File: config.mk
export PLATFORM = sky130hd
export DESIGN_NAME = pmipsl_mem_arbiter
export DESIGN_NICKNAME = d
export VERILOG_FILES = /design/src/rtl/pmipsl_pkg.sv /design/src/rtl/memarb_wait_counter.sv /design/src/rtl/pmipsl_mem_arbiter.sv
export SDC_FILE = /design/constraint.sdc
export NUM_CORES = 1
export LEC_CHECK = 0
export ABC_AREA = 0
export CAP_MARGIN = 30
export CORE_MARGIN = 4
export CORE_UTILIZATION = 30
export DETAILED_ROUTE_END_ITERATION = 10
export PLACE_DENSITY = 0.67
export SLEW_MARGIN = 40
export SYNTH_ARGS = -nofsm -noshare
export SYNTH_HDL_FRONTEND = slang
export SYNTH_SLANG_ARGS = --single-unit
export TNS_END_PERCENT = 20
File: constraint.sdc
create_clock -name clock -period 3.75 [get_ports clock]
set_input_delay 0.75 -clock clock [delete_from_list [all_inputs] [get_ports clock]]
set_output_delay 0.75 -clock clock [all_outputs]
set_load 0.01 [all_outputs]
File: src/rtl/pmipsl_pkg.sv
// Shared types and constants for the MIPS-Lite memory arbiter.
// Holds the FSM and grant encodings, bus widths and the round-robin grant helper.
package pmipsl_pkg;

    localparam int unsigned PMIPSL_AW = 16;
    localparam int unsigned PMIPSL_DW = 16;
    localparam int unsigned PMIPSL_IW = 17;
    localparam int unsigned MEMARB_CW = 3;

    typedef enum logic [1:0] {
        IDLE   = 2'b00,
        ACCESS = 2'b01,
        RESP   = 2'b10
    } state_t;

    typedef enum logic {
        GNT_I = 1'b0,
        GNT_D = 1'b1
    } grant_t;

    // Latched access descriptor; address and write data sit in the mem_* registers.
    typedef struct packed {
        grant_t gnt;
        logic   we;
    } req_t;

    // When both stages are pending, the stage that did not win last time goes next.
    function automatic grant_t rr_grant(input logic if_pend, input logic d_pend,
                                        input grant_t last);
        if (if_pend && d_pend)
            return (last == GNT_I) ? GNT_D : GNT_I;
        return d_pend ? GNT_D : GNT_I;
    endfunction

endpackage

File: src/rtl/memarb_wait_counter.sv
// Loadable 3-bit down-counter that times the wait states of one memory access.
module memarb_wait_counter
    import pmipsl_pkg::*;
(
    input  logic                 clock,
    input  logic                 reset,
    input  logic                 load,
    input  logic [MEMARB_CW-1:0] load_val,
    input  logic                 dec,
    output logic [MEMARB_CW-1:0] count,
    output logic                 zero_c
);

    always_ff @(posedge clock) begin
        if (!reset)
            count <= '0;
        else if (load)
            count <= load_val;
        else if (dec && (count != '0))
            count <= count - MEMARB_CW'(1);
    end

    assign zero_c = (count == '0);

endmodule

File: src/rtl/pmipsl_mem_arbiter.sv
// Arbitrates the single-ported unified memory between fetch and load/store.
// Define MEMARB_RR_EN for round-robin priority; default is fixed data-over-fetch.
module pmipsl_mem_arbiter
    import pmipsl_pkg::*;
#(
    parameter int unsigned WAIT_STATES = 1
) (
    input  logic                 clock,
    input  logic                 reset,
    input  logic                 if_req,
    input  logic [PMIPSL_AW-1:0] if_addr,
    output logic [PMIPSL_IW-1:0] if_rdata,
    output logic                 if_ready,
    input  logic                 d_read,
    input  logic                 d_write,
    input  logic [PMIPSL_AW-1:0] d_addr,
    input  logic [PMIPSL_DW-1:0] d_wdata,
    output logic [PMIPSL_DW-1:0] d_rdata,
    output logic                 d_ready,
    output logic                 mem_en,
    output logic                 mem_we,
    output logic [PMIPSL_AW-1:0] mem_addr,
    output logic [PMIPSL_IW-1:0] mem_wdata,
    input  logic [PMIPSL_IW-1:0] mem_rdata,
    output logic                 stall
);

    localparam logic [MEMARB_CW-1:0] WS = MEMARB_CW'(WAIT_STATES);

    state_t               state;
    req_t                 req;
    grant_t               pick;
    logic                 d_pend;
    logic                 any_pend;
    logic [MEMARB_CW-1:0] cnt;
    logic                 cnt_zero;

    assign d_pend   = d_read | d_write;
    assign any_pend = if_req | d_pend;

`ifdef MEMARB_RR_EN
    grant_t last_gnt;
    always_comb pick = rr_grant(if_req, d_pend, last_gnt);
`else
    always_comb pick = d_pend ? GNT_D : GNT_I;
`endif

    memarb_wait_counter u_wait (
        .clock    (clock),
        .reset    (reset),
        .load     ((state == IDLE) && any_pend),
        .load_val (WS),
        .dec      (state == ACCESS),
        .count    (cnt),
        .zero_c   (cnt_zero)
    );

    // Pipeline hold while any stage has an outstanding, uncompleted request.
    assign stall = reset & ((if_req & ~if_ready) | (d_pend & ~d_ready));

    always_ff @(posedge clock) begin
        if (!reset) begin
            state     <= IDLE;
            req       <= '{gnt: GNT_I, we: 1'b0};
            mem_en    <= 1'b0;
            mem_we    <= 1'b0;
            mem_addr  <= '0;
            mem_wdata <= '0;
            if_ready  <= 1'b0;
            d_ready   <= 1'b0;
            if_rdata  <= '0;
            d_rdata   <= '0;
`ifdef MEMARB_RR_EN
            last_gnt  <= GNT_I;
`endif
        end else begin
            if_ready <= 1'b0;
            d_ready  <= 1'b0;
            mem_we   <= 1'b0;
            case (state)
                IDLE: begin
                    if (any_pend) begin
                        req.gnt   <= pick;
                        req.we    <= (pick == GNT_D) && d_write;
                        mem_en    <= 1'b1;
                        mem_addr  <= (pick == GNT_D) ? d_addr : if_addr;
                        mem_wdata <= {1'b0, d_wdata};
                        // With no wait states the single ACCESS cycle is also the strobe cycle.
                        mem_we    <= (pick == GNT_D) && d_write && (WS == '0);
`ifdef MEMARB_RR_EN
                        last_gnt  <= pick;
`endif
                        state     <= ACCESS;
                    end
                end
                ACCESS: begin
                    if (cnt_zero) begin
                        mem_en <= 1'b0;
                        state  <= RESP;
                        if (req.gnt == GNT_I) begin
                            if_rdata <= mem_rdata;
                            if_ready <= 1'b1;
                        end else begin
                            d_rdata <= mem_rdata[PMIPSL_DW-1:0];
                            d_ready <= 1'b1;
                        end
                    end else begin
                        mem_we <= req.we && (cnt == MEMARB_CW'(1));
                    end
                end
                RESP:    state <= IDLE;
                default: state <= IDLE;
            endcase
        end
    end

endmodule
Word level (Yosys, flattened, before mapping):

Index checks and enable logic that the tools add are counted.

* multiplexer cells: 12
* add/sub/neg operators: 1
* bitwise operators: 11
* reductions and logical operators: 17
* equality and inequality tests: 4

Operator list (count)
* $mux W16: 1
* $reduce_and A3 Y1: 4
* $mux W1: 7
* $not A1 Y1: 5
* $logic_and A1 B1 Y1: 4
* $mux W2: 2
* $ne A2 B2 Y1 const B: 2
* $pmux W2 S2: 1
* $reduce_and A2 Y1: 2
* $reduce_bool A2 Y1: 2
* $and A1 B1 Y1: 3
* $eq A3 B1 Y1 const B: 1
* $logic_not A3 Y1: 1
* $or A1 B1 Y1: 3
* $reduce_bool A3 Y1: 1
* $reduce_or A3 Y1: 1
* $sub A3 B1 Y3 const B: 1
* $eq A2 B1 Y1 const B: 1
* $logic_not A2 Y1: 1
* $pmux W1 S2: 1
* $reduce_or A2 Y1: 1

* output and inout port bits: 71
* register bits after elaboration: 76
* word-level logic and storage cells: 58

Logic depth before layout (Yosys ltp):

* depth after elaboration: 4
* depth in mapped cells: 7
* mapped depth without buffers: 5

Hierarchy:

From an unflattened synthesis, not the netlist that was laid out.

* cell total of the unflattened synthesis: 348
* area, all modules: 3021.6 um^2

By module, submodules not included
* pmipsl_mem_arbiter: times used 1, cells each 327, area an instance 2836.5 um^2
* memarb_wait_counter: times used 1, cells each 21, area an instance 185.2 um^2

Worst setup path after synthesis:

OpenSTA, ideal clock, no wires.

* path kind: input port to output port
* start point: in d_write
* end point: out stall
* stages on the path: 5
* path slack: 1.207 ns
* required time: 3.000 ns
* arrival: 1.793 ns
* path through: clkbuf_1 -> nor2_1 -> clkbuf_1 -> o22ai_1 -> and2_1

* longest elaborated chain between the ends: 4

RTL lines
* from (decl): RTL line pmipsl_mem_arbiter.sv:15 `input logic d_write,`
* $or A1 B1 Y1: RTL line pmipsl_mem_arbiter.sv:38 `assign d_pend = d_read | d_write;`
* $and A1 B1 Y1: RTL line pmipsl_mem_arbiter.sv:59 `assign stall = reset & ((if_req & ~if_ready) | (d_pend & ~d_ready));`
* $or A1 B1 Y1: RTL line pmipsl_mem_arbiter.sv:59
* $and A1 B1 Y1: RTL line pmipsl_mem_arbiter.sv:59
* to (decl): RTL line pmipsl_mem_arbiter.sv:25 `output logic stall`

Every way passes these cells.

Worst setup path in the final report:

Ends and elaborated chain as after synthesis.

==> results by group <==
Global routing
  • Initial antenna violation count: 0
  • First-pass GRT wire length: 14.4 mm
  • GRT Total Usage: 0.143
  • Vias in the first global route: 2877
  • Total grt overflow: 0
  • Largest net degree at the start of global routing: 88

Timing
  • Final setup fails: 0
  • Max-slew headroom: 0.461
  • Final worst-path cycle share: 0.772
  • Final hold violation count: 0
  • Post-Route Skew: 0.00789 ns
  • Slew Limit Fails: 0
  • RSZ-0062 raised after global routing: false
  • Worst-margin pin slew: 0.808 ns
  • Worst hold slack: 0.459 ns
  • Sum Neg Setup Slack: 0 ns
  • Maximum clock frequency: 0.346 GHz
  • Minimum clock period: 2.89 ns

Setup path
  • Critical Path AT: 2.14 ns
  • Kind of critical path: in -> out
  • Crit end category: output port
  • CP Data Required Time: 3.00 ns
  • Critical Path Fanout Max: 2
  • Startpoint type of the worst setup path: input pin

Job
  • Max-cap viol count: 0

Placed design
  • Port Buffers: 139
  • Gpl congestion: 0.785
  • DP HPWL: 6.56 mm

Synthesis
  • Register bit total from synthesis: 76
  • Seq/Total Area, Yosys: 0.476
  • Biggest area consumer among synthesized cells: dfxtp_1
  • Synth Instances: 347
  • Synthesized cell area: 3200 um^2
  • Top_reg_cell synth: dfxtp_1
  • EDFF count, synth: 0
  • Synth top area share: 0.476
  • Synth Net Count: 420
  • Distinct cells, synth: 33
  • Synth top area cells: dfxtp_1 48%, mux2i_1 16%, nand2_1 12%, a311oi_2 5.2%, a21oi_1 3.0%
  • Top-count cell post-synth: nand2_1
  • Ys async rst share: 0
  • Avg Inst Size Synth: 9.22 um^2
  • Top cells by count, synth: 102 x nand2_1, 76 x dfxtp_1, 50 x mux2i_1
  • Yosys warns: 0

Clocking
  • Worst-path clk slew: 0.09 ns
  • Clk sinks: 76
  • Setup Buffers After CTS: 0
  • Post-CTS Resized: 0
  • CTS tree: done
  • CTS max path bufs: 2
  • Clk_lat worst skew: 0.35 ns
  • TritonCTS Buffers: 9
  • H-tree Lvls: 3
  • Clock root cell: clkbuf_8
  • Hold-fix buffers at CTS: 0

Floorplanning
  • FP Rows: 37
  • Chip width: 111 um
  • Die Span Y: 111 um
  • Num ports: 141
  • Placeable core area: 10400 um^2
  • Die ar.: 12400 um^2
  • Initial core utilization: 0.309

Run status
  • Status: finished, final reports clean

Detailed routing
  • Vias: 2883
  • WL final: 9.11 mm
  • Antenna-violating nets left: 0
  • Drt pass-1 iters: 4
  • DRC viols: 0
  • Initial DRC Count: 83
  • Via-to-Cell Ratio: 4.69
  • Routed wire per std cell: 14.8 um

Power
  • Maximum vdd drop: 0.000217 V
  • Static leakage: 1.89 nW
  • P per Cell Area: 430 nW/um^2

Finish
  • Diodes inserted: 0
  • Area growth syn-to-layout: 51.5%
  • Share of cells above drive strength 1: 0.0835
  • Nets: 547
  • Fillers: 1022

Worst hold path
  • Worst hold path type: reg -> reg
area by class of cell:
| class | count | area [um^2] | share of cell area |
|---|---|---|---|
| clock buffer | 9 | 124 | 0.0255 |
| inverter | 4 | 15.0 | 0.00310 |
| multi-input combinational | 238 | 1500 | 0.310 |
| sequential | 76 | 1520 | 0.314 |
| clock inverter | 7 | 82.6 | 0.0170 |
| tap | 136 | 170 | 0.0351 |
| timing repair buffer | 145 | 1430 | 0.295 |
stage by stage:
| step | setup WS (ns) | total power, W | instances | utilization | instance area [um^2] |
|---|---|---|---|---|---|
| 2_1_floorplan | 1.21 | 0.00121 | 347 | - | 3200 |
| 3_3_place_gp | 0.822 | 0.00144 | 599 | 0.447 | 4640 |
| 3_5_place_dp | 0.780 | 0.00145 | 599 | 0.448 | 4640 |
| 4_1_cts | 0.858 | 0.00212 | 615 | 0.468 | 4850 |
| 5_1_grt | 0.787 | 0.00219 | 615 | 0.468 | 4850 |
| 6_report | 0.856 | 0.00208 | 615 | 0.468 | 4850 |
final timing paths:
check,cells past startpoint,start,end,slack (ns)
worst min register to register,2,req[0],req[0],0.46
worst max-delay path,5,d_write,stall,0.86
worst min-delay path,2,req[0],req[0],0.46
worst max register to register,5,u_wait.count[0],d_rdata[12],1.89
power by group:
group          leakage [nW]  switching [W]  internal (W)  total (W)
Clock                0.0988       0.000337      0.000319   0.000656
Sequential            0.623      0.0000449      0.000881   0.000926
Combinational          1.17       0.000230      0.000273   0.000502
Total                  1.89       0.000611       0.00147    0.00208
state kept, by name, indices dropped and copies added (netlist names):
register      cells
mem_en            1
mem_we            1
d_ready           1
req               2
u_wait.count      3
mem_wdata        16
state             2
if_rdata         17
if_ready          1
mem_addr         16
d_rdata          16
per-layer routing:
layer / global-route usage / share of wire
met2: 0.242 / 0.48
met5: 0 / 0
met1: 0.167 / 0.43
met4: 0.0422 / 0.015
met3: 0.0562 / 0.072
cells in the final DEF (no fill, tap or decap), types with 2 or more instances in the layout:
cell             count
a21oi_1             19
a311oi_1             5
a311oi_2            11
buf_4                6
clkbuf_8             9
clkdlybuf4s50_1    138
clkinvlp_4           2
dfxtp_1             76
ha_1                 3
inv_1                3
inv_6                3
mux2i_1             50
nand2_1            102
nand2b_1             2
nand3_1              3
nor2_1               7
nor2b_1              2
o21ai_0             18
worst max-delay path, stage by stage:
cell,delay [ns]
clkdlybuf4s50_1,0.42
nor2_1,0.22
o22ai_1,0.10
and2_1,0.17
clkdlybuf4s50_1,0.49
cell families (layout without fill, tap and decap cells):
logic type,after synthesis,after routing,synth area share
simple gates,125,125,0.161
flops,76,76,0.476
compound gates,59,59,0.138
mux,50,50,0.156
buf+inv,33,165,0.0559
fa+ha+maj,3,3,0.0117
other cells,1,1,0.00117
Note: power is estimated with default switching activity, not from simulation.
